<file path="src/rtl/bitwise_logic_unit.sv">
// Registered bitwise logic unit: eight selectable bitwise functions with an optional
// accumulator operand, results plus reduction flags buffered in a DEPTH-entry FIFO.
module bitwise_logic_unit #(
  parameter int WIDTH = 8,
  parameter int DEPTH = 2,
  localparam int CW = $clog2(DEPTH + 1)
) (
  input  logic             clk,
  input  logic             rst_n,
  input  logic             in_valid,
  output logic             in_ready,
  input  logic [2:0]       op,
  input  logic             acc_en,
  input  logic             acc_clr,
  input  logic [WIDTH-1:0] a,
  input  logic [WIDTH-1:0] b,
  output logic             out_valid,
  input  logic             out_ready,
  output logic [WIDTH-1:0] y,
  output logic             zero,
  output logic             ones,
  output logic             parity,
  output logic [WIDTH-1:0] acc_q,
  output logic [CW-1:0]    count
);

  // Handshake: a transfer happens on a rising edge where valid && ready are both high;
  // valid never depends on ready, and in_ready depends only on registered occupancy.

  localparam int PW = (DEPTH > 1) ? $clog2(DEPTH) : 1;
  localparam logic [PW-1:0] LAST_PTR = PW'(DEPTH - 1);
  localparam logic [CW-1:0] FULL_CNT = CW'(DEPTH);
  localparam int EW = WIDTH + 3;

  typedef enum logic [2:0] {
    OP_AND  = 3'd0,
    OP_OR   = 3'd1,
    OP_NOTA = 3'd2,
    OP_NOTB = 3'd3,
    OP_NAND = 3'd4,
    OP_NOR  = 3'd5,
    OP_XOR  = 3'd6,
    OP_XNOR = 3'd7
  } op_e;

  logic [WIDTH-1:0] opa;
  logic [WIDTH-1:0] result;
  logic             res_zero;
  logic             res_ones;
  logic             res_parity;
  logic             push;
  logic             pop;
  logic [PW-1:0]    wr_ptr;
  logic [PW-1:0]    rd_ptr;
  logic [EW-1:0]    mem [DEPTH];
  logic [EW-1:0]    head;

  always_comb begin
    opa    = acc_en ? acc_q : a;
    result = '0;
    case (op_e'(op))
      OP_AND:  result = opa & b;
      OP_OR:   result = opa | b;
      OP_NOTA: result = ~opa;
      OP_NOTB: result = ~b;
      OP_NAND: result = ~(opa & b);
      OP_NOR:  result = ~(opa | b);
      OP_XOR:  result = opa ^ b;
      OP_XNOR: result = ~(opa ^ b);
      default: result = '0;
    endcase
  end

  assign res_zero   = (result == '0);
  assign res_ones   = &result;
  assign res_parity = ^result;

  assign in_ready  = rst_n && (count != FULL_CNT);
  assign out_valid = (count != '0);
  assign push      = in_valid && in_ready;
  assign pop       = out_valid && out_ready;

  // Entry storage needs no reset: occupancy gates every read of it.
  always_ff @(posedge clk) begin
    if (push) begin
      mem[wr_ptr] <= {result, res_zero, res_ones, res_parity};
    end
  end

  always_ff @(posedge clk or negedge rst_n) begin
    if (!rst_n) begin
      wr_ptr <= '0;
      rd_ptr <= '0;
      count  <= '0;
    end else begin
      if (push) begin
        wr_ptr <= (wr_ptr == LAST_PTR) ? '0 : wr_ptr + 1'b1;
      end
      if (pop) begin
        rd_ptr <= (rd_ptr == LAST_PTR) ? '0 : rd_ptr + 1'b1;
      end
      case ({push, pop})
        2'b10:   count <= count + 1'b1;
        2'b01:   count <= count - 1'b1;
        default: count <= count;
      endcase
    end
  end

  // Clear wins over write-back; the enqueued result still used the old value.
  always_ff @(posedge clk or negedge rst_n) begin
    if (!rst_n) begin
      acc_q <= '0;
    end else if (acc_clr) begin
      acc_q <= '0;
    end else if (push && acc_en) begin
      acc_q <= result;
    end
  end

  assign head   = mem[rd_ptr];
  assign y      = out_valid ? head[EW-1:3] : '0;
  assign zero   = out_valid ? head[2] : 1'b0;
  assign ones   = out_valid ? head[1] : 1'b0;
  assign parity = out_valid ? head[0] : 1'b0;

endmodule

</file>
<file path="config.mk">
export PLATFORM = sky130hd
export DESIGN_NAME = bitwise_logic_unit
export DESIGN_NICKNAME = d
export VERILOG_FILES = /design/src/rtl/bitwise_logic_unit.sv
export SDC_FILE = /design/constraint.sdc
export NUM_CORES = 1
export LEC_CHECK = 0
export CAP_MARGIN = 15
export CELL_PAD_IN_SITES_DETAIL_PLACEMENT = 1
export CELL_PAD_IN_SITES_GLOBAL_PLACEMENT = 1
export CORE_MARGIN = 10
export CORE_UTILIZATION = 41
export CTS_BUF_LIST = sky130_fd_sc_hd__clkbuf_4 sky130_fd_sc_hd__clkbuf_8
export CTS_CLUSTER_DIAMETER = 200
export CTS_CLUSTER_SIZE = 25
export DETAILED_ROUTE_END_ITERATION = 16
export PLACE_DENSITY_LB_ADDON = 0.1
export SETUP_SLACK_MARGIN = 0.5
export SLEW_MARGIN = 20
export SYNTH_ARGS = -nofsm -noshare
export SYNTH_HDL_FRONTEND = slang
export SYNTH_SLANG_ARGS = --single-unit
</file>
<file path="constraint.sdc">
create_clock -name clk -period 2.56 [get_ports clk]
set_input_delay 0.384 -clock clk [delete_from_list [all_inputs] [get_ports clk]]
set_output_delay 0.384 -clock clk [all_outputs]
set_load 0.01 [all_outputs]
</file>
Word-level counts from Yosys, hierarchy flattened
Memory sizes are Yosys's and may differ from the RTL's.
Index checks and enable logic that the tools add are counted.
{ "totals": {"ff_bits": 12, "mem_bits_rw": 22, "in_bits": 25, "output_inout_bits": 23, "elab_cells": 51, "mem_count": 1} }
{ "memory_table": {"columns": ["memory", "depth", "word_bits", "read_ports", "rd_ports_with_merged_regs", "wr", "line_no", "rtl"], "rows": [
  ["mem", 2, 11, 1, 0, 1, "55", "logic [EW-1:0] mem [DEPTH];"]
]} }
{ "op_classes": {"add_sub_neg": 4, "eq_ne": 10, "n_mux": 13, "bitwise": 8, "n_reduce_logical": 11} }
{ "ops": {"columns": ["op", "count"], "rows": [
  ["case mux 8 bit (8 select lines)", 1],
  ["inverter 8 bit", 5],
  ["two-way mux 8 bit", 4],
  ["equality test 3 bit (second input constant)", 4],
  ["bitwise AND 8 bit", 1],
  ["logical NOT 8 bit", 1],
  ["bitwise OR 8 bit", 1],
  ["AND reduction 8 bit", 1],
  ["XOR reduction 8 bit", 1],
  ["bitwise XOR 8 bit", 1],
  ["two-way mux 1 bit", 7],
  ["equality test 3 x 2 -> 1 bit (second input constant)", 2],
  ["nonzero test 2 bit", 3],
  ["logical AND 1 bit", 4],
  ["case mux 2 bit (2 select lines)", 1],
  ["equality test 3 x 1 -> 1 bit (second input constant)", 1],
  ["logical NOT 3 bit", 1],
  ["adder 1 bit (second input constant)", 2],
  ["adder 2 x 1 -> 2 bit (second input constant)", 1],
  ["equality test 2 x 1 -> 1 bit (second input constant)", 1],
  ["equality test 2 bit (second input constant)", 1],
  ["inequality test 2 bit (second input constant)", 1],
  ["subtractor 2 x 1 -> 2 bit (second input constant)", 1]
]} }

Longest topological paths before layout
Gate-level depths: netlist of run 1.
{ "depth": {"ltp_word": 6, "mapped_depth": 12, "depth_no_buf": 11} }

Least setup slack after synthesis of run 1
Ideal clock, no wire load.
{ "synth_path": {"kind": "input to register", "start": "in acc_en", "end": "mem mem[0][0] (netlist name), data pin", "setup_ns": 0.264, "arrival_ns": 2.246, "required_time_ns": 2.296, "path_slack_ns": 0.050, "stages": 9, "n_path_buf": 1, "path_cell_list": "buf_6 > mux2i_1 > ha_1 > xor2_1 > mux4_2 > o21ai_2 > ha_1 > xnor2_1 > xnor2_1"} }
{ "synth_between": {"elab_chain_cells": 5, "word_cells_on_any_way": 10, "classes_between": "2 x mux; 7 x bitwise; 1 x reduce/logical"} }
{ "synth_lines": {"columns": ["item", "line_no", "rtl"], "rows": [
  ["from (decl)", "13", "input logic acc_en,"],
  ["two-way mux 8 bit *", "59", "opa = acc_en ? acc_q : a;"],
  ["bitwise XOR 8 bit, or another cell as far along", "68, 69", null],
  ["inverter 8 bit (on tied branches)", "69, 66, 67", null],
  ["case mux 8 bit (8 select lines) *", "61", "case (op_e'(op))"],
  ["XOR reduction 8 bit *", "76", "assign res_parity = ^result;"],
  ["via res_parity", "50", "logic res_parity;"],
  ["to (decl)", "55", null]
]} }
The timed path passes the listed nets; every way through them passes the cells marked *.

Worst setup path in the final report of run 1
{ "layout_path": {"start": "in b[1]", "end": "mem mem[0][0] (netlist name), data pin"} }
{ "layout_between": {"elab_chain_cells": 4, "word_cells_on_any_way": 9, "classes_between": "1 x mux; 7 x bitwise; 1 x reduce/logical"} }
{ "layout_lines": {"columns": ["item", "line_no", "rtl"], "rows": [
  ["from (decl)", "16", "input logic [WIDTH-1:0] b,"],
  ["bitwise XOR 8 bit, or another cell as far along", "68, 69", null],
  ["inverter 8 bit (on tied branches)", "69, 66, 67", null],
  ["case mux 8 bit (8 select lines) *", "61", null],
  ["via result[1]", "47", "logic [WIDTH-1:0] result;"],
  ["XOR reduction 8 bit *", "76", null],
  ["via res_parity", "50", null]
]} }
Marks and branches as above.

==> flow_summary.json, run 1 <==
{
  "pwr_density_cell_mw_per_mm2": 663.2,
  "antenna_found_initial": 0,
  "num_rows": 27,
  "dr.pass1.iters": 4,
  "clk_pin_slew_ns": 0.07,
  "r2r-end": "mem[0][0]",
  "rsz0062_at_grt": "true",
  "setup_ws_ns": 0.04591,
  "ir_drop_v": 0.0004188,
  "critPathMaxStageDelay_ns": 0.49,
  "worst_pin_slew_ns": 0.7377,
  "hold_violations": 0,
  "avgViaCountPerCell": 5.546,
  "ys_warn_count": 0,
  "clk_latency_ns": 0.29,
  "wirelength_mm": 10.54,
  "nNetsFinal": 398,
  "rrSetupSlack_ns": 0.05,
  "pin_count": 48,
  "die_w_um": 96.31,
  "dp_cells": 391,
  "ys_ff_latch": 34,
  "clockRootBuffer": "clkbuf_8",
  "hold_path.class": "input port to async pin",
  "drv_cap": 0,
  "cp_data_required_time_ns": 2.59,
  "reg2regPathDepth": 11,
  "slowest_stage": "clkdlybuf4s50_1",
  "power_mw": 2.646,
  "die_y_um": 96.31,
  "cts_buffers": 5,
  "start_util": 0.4283,
  "dr.first_iter.drc_count": 79,
  "syn_nets": 284,
  "syn_avg_cell_area_sq_um": 10.20,
  "skew_ns": 0.009589,
  "detailroute.via_count": 2335,
  "grt_start_max_net_pins": 25,
  "grt.total_usage": 0.1823,
  "drt.antenna.violating_nets": 0,
  "core_sq_mm": 0.005574,
  "fmaxAchievable_mhz": 397.8,
  "synthDistinctLibCells": 32,
  "htree_levels": 2,
  "port_buffers": 47,
  "cts.sinks": 34,
  "grt_overflow": 0,
  "grt_pass1_vias": 2479,
  "drc": 0,
  "clk_path_buf_depth": 2,
  "drive_above_1_share": 0.4241,
  "cts_tree": "done",
  "yosysSeqAreaShare": 0.4025,
  "regToRegStartpoint": "acc_q[5]",
  "area_growth_pct": 67.14,
  "grt_pass1_wl_mm": 12.97,
  "cp-end-kind": "flop",
  "worstSetupPathType": "input port to flop",
  "n_antenna_cell": 0,
  "worstPathMaxFanout": 2,
  "cp.arrival_ns": 2.54,
  "syn_area_sq_mm": 0.002387,
  "async_flop_share": 0.3529,
  "outcome": "finished clean",
  "synth_edf_count": 22,
  "setup_violations": 0,
  "pre_cts_ws_ns": -0.7046,
  "period_share": 0.9821,
  "slew_violations": 0,
  "critPathLaunchType": "input port",
  "synth_cells": 234,
  "dieArea_sq_mm": 0.009275,
  "fin_tns_setup_ns": 0,
  "path_cells": "clkdlybuf4s50_1 > inv_1 > ha_1 > a21oi_2 > mux2i_1 > a21oi_2 > o22ai_2 > inv_2 > ha_4 > xor2_2 > xnor2_2",
  "layout.cells.non_filler": 421,
  "dp_hpwl_mm": 5.297,
  "synthFlopType": "edfxtp_1",
  "wl_per_cell_um": 25.05,
  "period_minus_slack_ns": 2.514,
  "cts_hold_buf": 0,
  "cpMostUsedCell": "a21oi_2",
  "gp_congestion": 0.7833,
  "p_leak_nw": 1.845,
  "relSlewSlack": 0.5082
}
[cell usage after synthesis, drive strengths merged, types with 2 or more instances]
cell type | number | share of area
nand2 | 9 | 0.014
edfxtp | 22 | 0.28
a32o | 2 | 0.0084
dfrtp | 12 | 0.13
o22ai | 8 | 0.021
inv | 28 | 0.044
and4 | 2 | 0.0073
nor2 | 18 | 0.028
buf | 9 | 0.031
o21ai | 16 | 0.037
clkbuf | 4 | 0.0068
ha | 25 | 0.13
mux2i | 31 | 0.13
xor2 | 6 | 0.022
a21oi | 15 | 0.031
nor3 | 4 | 0.0084
and2 | 2 | 0.0052
xnor2 | 9 | 0.033
a31oi | 2 | 0.0052
nor2b | 3 | 0.0079
[cell type report]
cell class	instances	area [sq um]
inverters	29	115.1
flip-flops and latches	34	965.9
clock inverters	2	8.758
repair buffers	120	1125
multi-input cells	158	1609
well taps	72	90.09
clock buffers	6	76.32
fillers	562	1584
[placed cells by master, fill, tap and decap left out, drive strengths merged, types with 3 or more instances in the layout]
cell type	Yosys	final
buf	9	73
mux2i	31	31
inv	28	28
ha	25	25
edfxtp	22	22
dlygate4sd2	0	19
clkdlybuf4s50	0	19
nor2	18	18
o21ai	16	16
a21oi	15	15
dfrtp	12	12
nand2	9	9
xnor2	9	9
dlymetal6s2s	0	8
o22ai	8	8
clkbuf	4	7
xor2	6	6
nor3	4	4
clkinv	1	3
nor2b	3	3
[worst max-delay path, delay by kind of cell]
kind	cells	cell delay, ns
AO/OA/AOI/OAI	3	0.43
XOR/XNOR	2	0.35
adder cells (fa/ha/maj)	2	0.45
buffers and inverters	3	0.67
multiplexers	1	0.26
[state kept, by name, summed over array words and instances (netlist names)]
register / flops
rd_ptr: 1
mem: 22
count: 2
acc_q: 8
wr_ptr: 1
[timing repair]
item / in CTS / in global routing
buffers inserted: 12 / 9
pin swaps: 26 / 15
resized for setup: 94 / 46
endpoints found under the setup margin: 42 / 25
endpoints found under the hold margin: 0 / 0
gates cloned: 0 / 1
[logic make-up (layout without fill, tap and decap cells)]
group | Yosys count | after routing | synth area share
AO/OA/AOI/OAI | 44 | 44 | 0.1059
multiplexers | 32 | 32 | 0.1394
XOR/XNOR | 15 | 15 | 0.05503
flip-flops | 34 | 34 | 0.4025
adder cells (fa/ha/maj) | 25 | 25 | 0.1310
buffers and inverters | 42 | 157 | 0.08385
AND/OR/NAND/NOR | 42 | 42 | 0.08229
[metrics by stage]
step	util	hold WS [ns]	cell area (sq um)
after detailed placement	0.5818	0.4900	3243
after global routing	0.7158	0.06597	3990
after floorplan	-	0.08841	2400
after global placement	0.5818	0.4748	3243
after CTS	0.6651	0.04856	3707
final	0.7158	0.07254	3990
[per-layer routing]
layer  part of all wire  global-route usage
met1               0.39              0.1863
met2               0.53              0.3481
met3              0.034             0.02179
met4              0.050              0.1029
met5                  0                   0
[worst max-delay path by stage]
stage	startpoint	slack, ns	endpoint	cells past startpoint
final	b[1]	0.05	mem[0][0]	11
after floorplan	acc_en	0.1	mem[0][0]	9
after global routing	acc_q[5]	-0.04	mem[0][0]	11
after detailed placement	acc_en	-0.70	mem[0][0]	11
after CTS	acc_q[7]	0.22	mem[1][0]	8
after global placement	acc_en	-0.61	mem[0][0]	11
[power breakdown]
part	switching, mW	total [mW]	internal, mW
clock network	0.207	0.405	0.198
registers	0.0749	0.787	0.713
logic	0.714	1.45	0.739
Power figures use the tool's default switching activity.
==> run 2: changes to the inputs <==
Settings changed: CORE_UTILIZATION 41 to 45, DONT_BUFFER_PORTS set to 1.
==> run 2 against run 1 <==
Effect of this change: sequential power up 3.6%; design area down 28%; critical path depth unchanged; combinational power down 46%; register-to-register slack better by 0.12 ns; non-clock buffer count down 94; critical endpoint is now mem[1][0]; flip-flop and latch count unchanged; first-iteration DRC count down 14%; core utilization down 15 points; cell count down 23%; largest power group is now sequential cells; power down 25%.
==> flow_summary.json, run 2 (synthesis gave the netlist of run 1 again) <==
{
  "maxUsedRoutingLayer": "met4",
  "hold_path.class": "input port to flop",
  "die_w_um": 92.84,
  "dr.first_iter.drc_count": 68,
  "critPathLaunchType": "flop",
  "clk_latency_ns": 0.28,
  "regArea_sq_um": 964.7,
  "nNetsFinal": 304,
  "cts_buffers": 5,
  "n_fill_cell": 586,
  "whs_endpoint": "rd_ptr",
  "dpl_cell_area_sq_mm": 0.002477,
  "drc": 0,
  "drv_cap": 0,
  "wl_met3_um": 315,
  "grt_pass1_wl_mm": 10.09,
  "post-route-util": 0.5611,
  "postLayoutCellArea_sq_mm": 0.002884,
  "wl_per_cell_um": 20.73,
  "pwr_density_cell_mw_per_mm2": 691.3,
  "clockRootBuffer": "clkbuf_8",
  "gp_congestion": 0.7475,
  "dp_cells": 303,
  "rrSetupSlack_ns": 0.17,
  "dieArea_sq_mm": 0.008618,
  "skew_ns": 0.005059,
  "wirelength_mm": 6.737,
  "cp-end-kind": "flop",
  "path_cells": "mux2i_4 > inv_1 > ha_1 > o21ai_1 > mux2i_1 > a21oi_1 > o22ai_2 > inv_2 > ha_1 > xor2_2 > xnor2_1",
  "layout.cells.non_filler": 325,
  "grt_overflow": 0,
  "avgViaCountPerCell": 5.446,
  "r2r-end": "mem[1][0]",
  "met1_length_mm": 2.477,
  "period_minus_slack_ns": 2.389,
  "worst_pin_slew_ns": 0.6847,
  "p_leak_nw": 1.273,
  "cts.sinks": 34,
  "die_y_um": 92.84,
  "start_util": 0.4645,
  "relSlewSlack": 0.5435,
  "grt.total_usage": 0.1461,
  "num_rows": 26,
  "critPathBufInv": 2,
  "multiInputGateArea_sq_mm": 0.001438,
  "slowest_stage": "dfrtp_1",
  "hold_violations": 0,
  "detailroute.via_count": 1770,
  "cp_data_required_time_ns": 2.59,
  "cts_tree": "done",
  "dr.pass1.iters": 4,
  "fin_tns_setup_ns": 0,
  "period_share": 0.9334,
  "largest_register_ffs": 22,
  "largestRegisters": "mem (22), acc_q (8), count (2)",
  "regMostFlops": "mem",
  "area_growth_pct": 20.81,
  "pin_count": 48,
  "antenna_found_initial": 0,
  "pre_cts_ws_ns": -0.1162,
  "hold_start": "out_ready",
  "met2_wirelength_mm": 3.746,
  "rsz0062_at_grt": "true",
  "core_sq_mm": 0.005140,
  "clk_pin_slew_ns": 0.07,
  "critPathMaxStageDelay_ns": 0.42,
  "ir_drop_v": 0.0003496,
  "fmaxAchievable_mhz": 418.5,
  "hold_path_depth": 2,
  "layout_common_cells": "buf_4 (25), mux2i_1 (23), inv_1 (23)",
  "cp.arrival_ns": 2.42,
  "drive_above_1_share": 0.2745,
  "port_buffers": 0,
  "final_common_cell": "buf_4",
  "regToRegStartpoint": "acc_q[5]",
  "clk_path_buf_depth": 2,
  "outcome": "finished clean",
  "slew_violations": 0,
  "reg2regPathDepth": 11,
  "n_antenna_cell": 0,
  "worstPathMaxFanout": 3,
  "grt_start_max_net_pins": 34,
  "setup_violations": 0,
  "cp_top_family": "adder cells",
  "worstSetupPathType": "flop to flop",
  "setup_ws_ns": 0.1705,
  "drt.antenna.violating_nets": 0,
  "cpMostUsedCell": "ha_1",
  "dp_hpwl_mm": 4.685,
  "grt_pass1_vias": 1951,
  "htree_levels": 2
}
## run 2: cell types whose count changed in the layout (fill, tap and decap cells not counted), sizes merged
cell and change:
buf -48, clkdlybuf4s50 -19, dlygate4sd2 -19, dlymetal6s2s -8, clkinv -1, dlygate4sd3 +1
## run 2: repair_timing
action | 4_1_cts | 5_1_grt
resized for setup | 34 | 12
pin swaps | 7 | 6
hold buffers | 1 | 0
buffers inserted | 8 | 5
endpoints found under the setup margin | 6 | 8
hold endpoints to repair | 12 | 0
## run 2: stage by stage
| stage | power [mW] | hold WS (ns) |
|---|---|---|
| floorplan | 1.330 | 0.08841 |
| global placement | 1.444 | 0.08891 |
| detailed placement | 1.485 | 0.08903 |
| CTS | 1.957 | 0.4075 |
| global route | 2.122 | 0.4248 |
| finish | 1.994 | 0.4062 |
## run 2: area by class of cell
type                       count  share of cell area
clock inverter                 1            0.001302
tap                           70             0.03037
inverter                      29             0.03774
timing repair buffer          26             0.06855
multi-input combinational    158              0.4985
clock buffer                   7             0.02907
sequential                    34              0.3345
## run 2: metal layers
layer  up-vias  GRT usage
li1        847          -
met1       871     0.1404
met2        39     0.2815
met3        13    0.03874
met4         0    0.06555
met5         -          0
## run 2: how the worst max path moves through the flow
stage          slack [ns]      from  depth (start not counted)   endpoint
2_1_floorplan         0.1    acc_en                          9  mem[0][0]
3_3_place_gp        -0.05    acc_en                          9  mem[0][0]
3_5_place_dp        -0.12    acc_en                          9  mem[1][0]
4_1_cts              0.19  acc_q[1]                         11  mem[0][0]
5_1_grt              0.03  acc_q[1]                         10  mem[0][0]
6_report             0.17  acc_q[5]                         11  mem[1][0]
## run 2: worst register-to-register path, delay by kind of cell, from the launching register on
kind            cells  cell delay, ns
compound gates      3            0.41
xor+xnor            2            0.34
fa+ha+maj           2            0.48
buf+inv             2            0.19
flops               1            0.42
mux                 2            0.29
## run 2: power by group
group	internal, mW	switching [mW]
logic	0.354	0.426
clock network	0.210	0.188
registers	0.705	0.111
total	1.27	0.725
==> run 3: changes to the inputs <==
Settings changed: ABC_AREA set to 1.
==> run 3 against run 2 <==
Effect of this change: core utilization shrank 0.69 points; register-to-register slack improved by 0.17 ns; flip-flop and latch count stayed put; clock power barely moved; global-route usage up 1.7 points; die area is 10% higher; via count is 34% higher; critical path depth increased by 3; non-clock buffer count decreased by 7; design area is 13% higher; worst hold slack got worse by 0.080 ns; critical endpoint is now mem[0][0]; largest cell class unchanged.
==> flow_summary.json, run 3 <==
{
  "critPathMaxStageDelay_ns": 0.44,
  "layout_common_cells": "nand2_1 (102), inv_1 (52), nand2_2 (24)",
  "hold_path.class": "input port to flop",
  "clk_pin_slew_ns": 0.07,
  "core_sq_mm": 0.005886,
  "worstPathMaxFanout": 3,
  "outcome": "finished clean",
  "seqPwrFrac": 0.387,
  "grt_start_max_net_pins": 34,
  "cts_buffers": 5,
  "cp-end-kind": "flop",
  "synth_commonest_cells": "nand2_1 (125), inv_1 (66), ha_1 (25)",
  "yosysMostFrequentCell": "nand2_1",
  "ir_drop_v": 0.0005880,
  "syn_area_sq_mm": 0.002699,
  "drive_above_1_share": 0.2817,
  "synth-simple-area-share": 0.3352,
  "grt_pass1_wl_mm": 12.88,
  "pwr_density_cell_mw_per_mm2": 636.4,
  "antenna_found_initial": 0,
  "path_cells": "inv_2 > nand2_2 > nand2_2 > ha_4 > inv_2 > nand4_1 > nand2_1 > nor2_2 > nand2_2 > nand2_2 > inv_2 > ha_4 > xor2_2 > xnor2_2",
  "fin_tns_setup_ns": 0,
  "skew_ns": 0.006098,
  "synth_cells": 372,
  "dp_hpwl_mm": 5.763,
  "setup_violations": 0,
  "muxShareOfSynthArea": 0,
  "yosys.area.top_type": "edfxtp_1",
  "synth_fa_ha_area_frac": 0.1159,
  "n_antenna_cell": 0,
  "clockRootBuffer": "clkbuf_8",
  "drv_cap": 0,
  "grt_pass1_vias": 2576,
  "yosys-top-cells-area": "edfxtp_1 (24%), nand2_1 (17%), ha_1 (12%)",
  "clk_latency_ns": 0.29,
  "avgViaCountPerCell": 5.145,
  "grt.total_usage": 0.1633,
  "ys_warn_count": 0,
  "synth_top_area_frac": 0.2448,
  "grt_overflow": 0,
  "worst_pin_slew_ns": 0.6753,
  "cts_tree": "done",
  "critPathLaunchType": "flop",
  "dieArea_sq_mm": 0.009496,
  "power_mw": 2.076,
  "period_share": 0.8678,
  "async_flop_share": 0.3529,
  "die_y_um": 97.45,
  "ys_ff_latch": 34,
  "synth_top_family_by_area": "simple AND/OR/NAND/NOR gates",
  "synthDistinctLibCells": 25,
  "syn_avg_cell_area_sq_um": 7.255,
  "gp_congestion": 0.7599,
  "clk_path_buf_depth": 2,
  "relSlewSlack": 0.5483,
  "rsz0062_at_grt": "true",
  "slew_violations": 0,
  "slowest_stage": "dfrtp_2",
  "wl_per_cell_um": 17.38,
  "num_rows": 28,
  "cp.arrival_ns": 2.26,
  "synthFlopType": "edfxtp_1",
  "cts.sinks": 34,
  "syn_nets": 422,
  "synth_edf_count": 22,
  "detailroute.via_count": 2377,
  "hold_violations": 0,
  "port_buffers": 0,
  "dr.pass1.iters": 4,
  "drt.antenna.violating_nets": 0,
  "period_minus_slack_ns": 2.221,
  "die_w_um": 97.45,
  "dr.first_iter.drc_count": 73,
  "yosysSeqAreaShare": 0.3561,
  "synthXorXnorAreaFrac": 0.02272,
  "regMostFlops": "mem",
  "start_util": 0.4585,
  "cpMostUsedCell": "nand2_2",
  "power_switching_mw": 0.8362,
  "largest_register_ffs": 22,
  "cp_data_required_time_ns": 2.60,
  "area_growth_pct": 20.86,
  "final_common_cell": "nand2_1",
  "largestRegisters": "mem (22), acc_q (8), count (2)",
  "power.internal_mw": 1.240,
  "pin_count": 48,
  "synth_compound_area_frac": 0.04126,
  "clkPwrFrac": 0.194,
  "nNetsFinal": 436,
  "power.share.combinational": 0.419,
  "drc": 0,
  "fmaxAchievable_mhz": 450.2,
  "sw_frac_of_total": 0.4028,
  "worstSetupPathType": "flop to flop",
  "htree_levels": 2,
  "p_leak_nw": 1.600,
  "wirelength_mm": 8.031
}
[run 3: stage by stage]
step | area, sq um | instances | utilization | hold slack [ns] | setup slack (ns)
CTS | 3088 | 456 | 0.5247 | 0.3095 | 0.3408
detailed placement | 2848 | 438 | 0.4838 | 0.08888 | 0.2694
global route | 3262 | 462 | 0.5542 | 0.3475 | 0.2058
global placement | 2848 | 438 | 0.4838 | 0.08893 | 0.3366
floorplan | 2829 | 372 | - | 0.08841 | 0.4749
finish | 3262 | 462 | 0.5542 | 0.3262 | 0.3385
[run 3: final cells by class]
type,instances,area (sq um)
timing repair buffer,19,167.7
multi-input combinational,256,1669
clock buffer,6,76.32
clock inverter,2,10.01
tap,75,93.84
sequential,34,968.4
inverter,70,276.5
fill,766,2624
[run 3: power by group through the flow]
stage	Combinational, mW	Sequential (mW)	Clock, mW
6_report	0.871	0.803	0.402
5_1_grt	0.971	0.816	0.427
4_1_cts	0.787	0.799	0.399
3_5_place_dp	0.723	0.810	0
3_3_place_gp	0.694	0.804	0
2_1_floorplan	0.599	0.766	0
[run 3: cells by family (layout without fill, tap and decap cells)]
family,Yosys count,after routing
compound gates,21,21
buf+inv,82,97
flops,34,34
simple gates,203,203
xor+xnor,7,7
fa+ha+maj,25,25
[run 3: worst max-delay path: cells and delay by family, from the launching register on]
kind	cells	cell delay, ns
fa+ha+maj	2	0.56
buf+inv	3	0.15
flops	1	0.44
simple gates	7	0.54
xor+xnor	2	0.28
[run 3: path summary, 6_finish.rpt]
check | startpoint | end | slack [ns] | cells after the start
setup / recovery | acc_q[1] | mem[0][0] | 0.34 | 14
hold / removal | acc_clr | acc_q[6] | 0.33 | 3
setup reg to reg | acc_q[1] | mem[0][0] | 0.34 | 14
hold reg to reg | acc_q[3] | acc_q[3] | 0.56 | 2
max in group asynchronous | rst_n | acc_q[2] | 1.52 | 1
min in group asynchronous | rst_n | acc_q[7] | 0.57 | 1
[run 3: what timing repair did]
item | 4_1_cts | 5_1_grt
gates resized for setup | 17 | 38
hold endpoints to repair | 12 | 0
endpoints found under the setup margin | 4 | 11
pin swaps | 24 | 21
hold buffers | 1 | 0
gates cloned | 0 | 0
setup buffers | 9 | 6
[run 3: layer usage]
metal,part of all wire,vias to the layer above,GRT usage
li1,-,1181,-
met1,0.42,1151,0.1859
met2,0.54,37,0.2979
met3,0.031,8,0.02560
met4,0.015,0,0.05817
met5,0,-,0
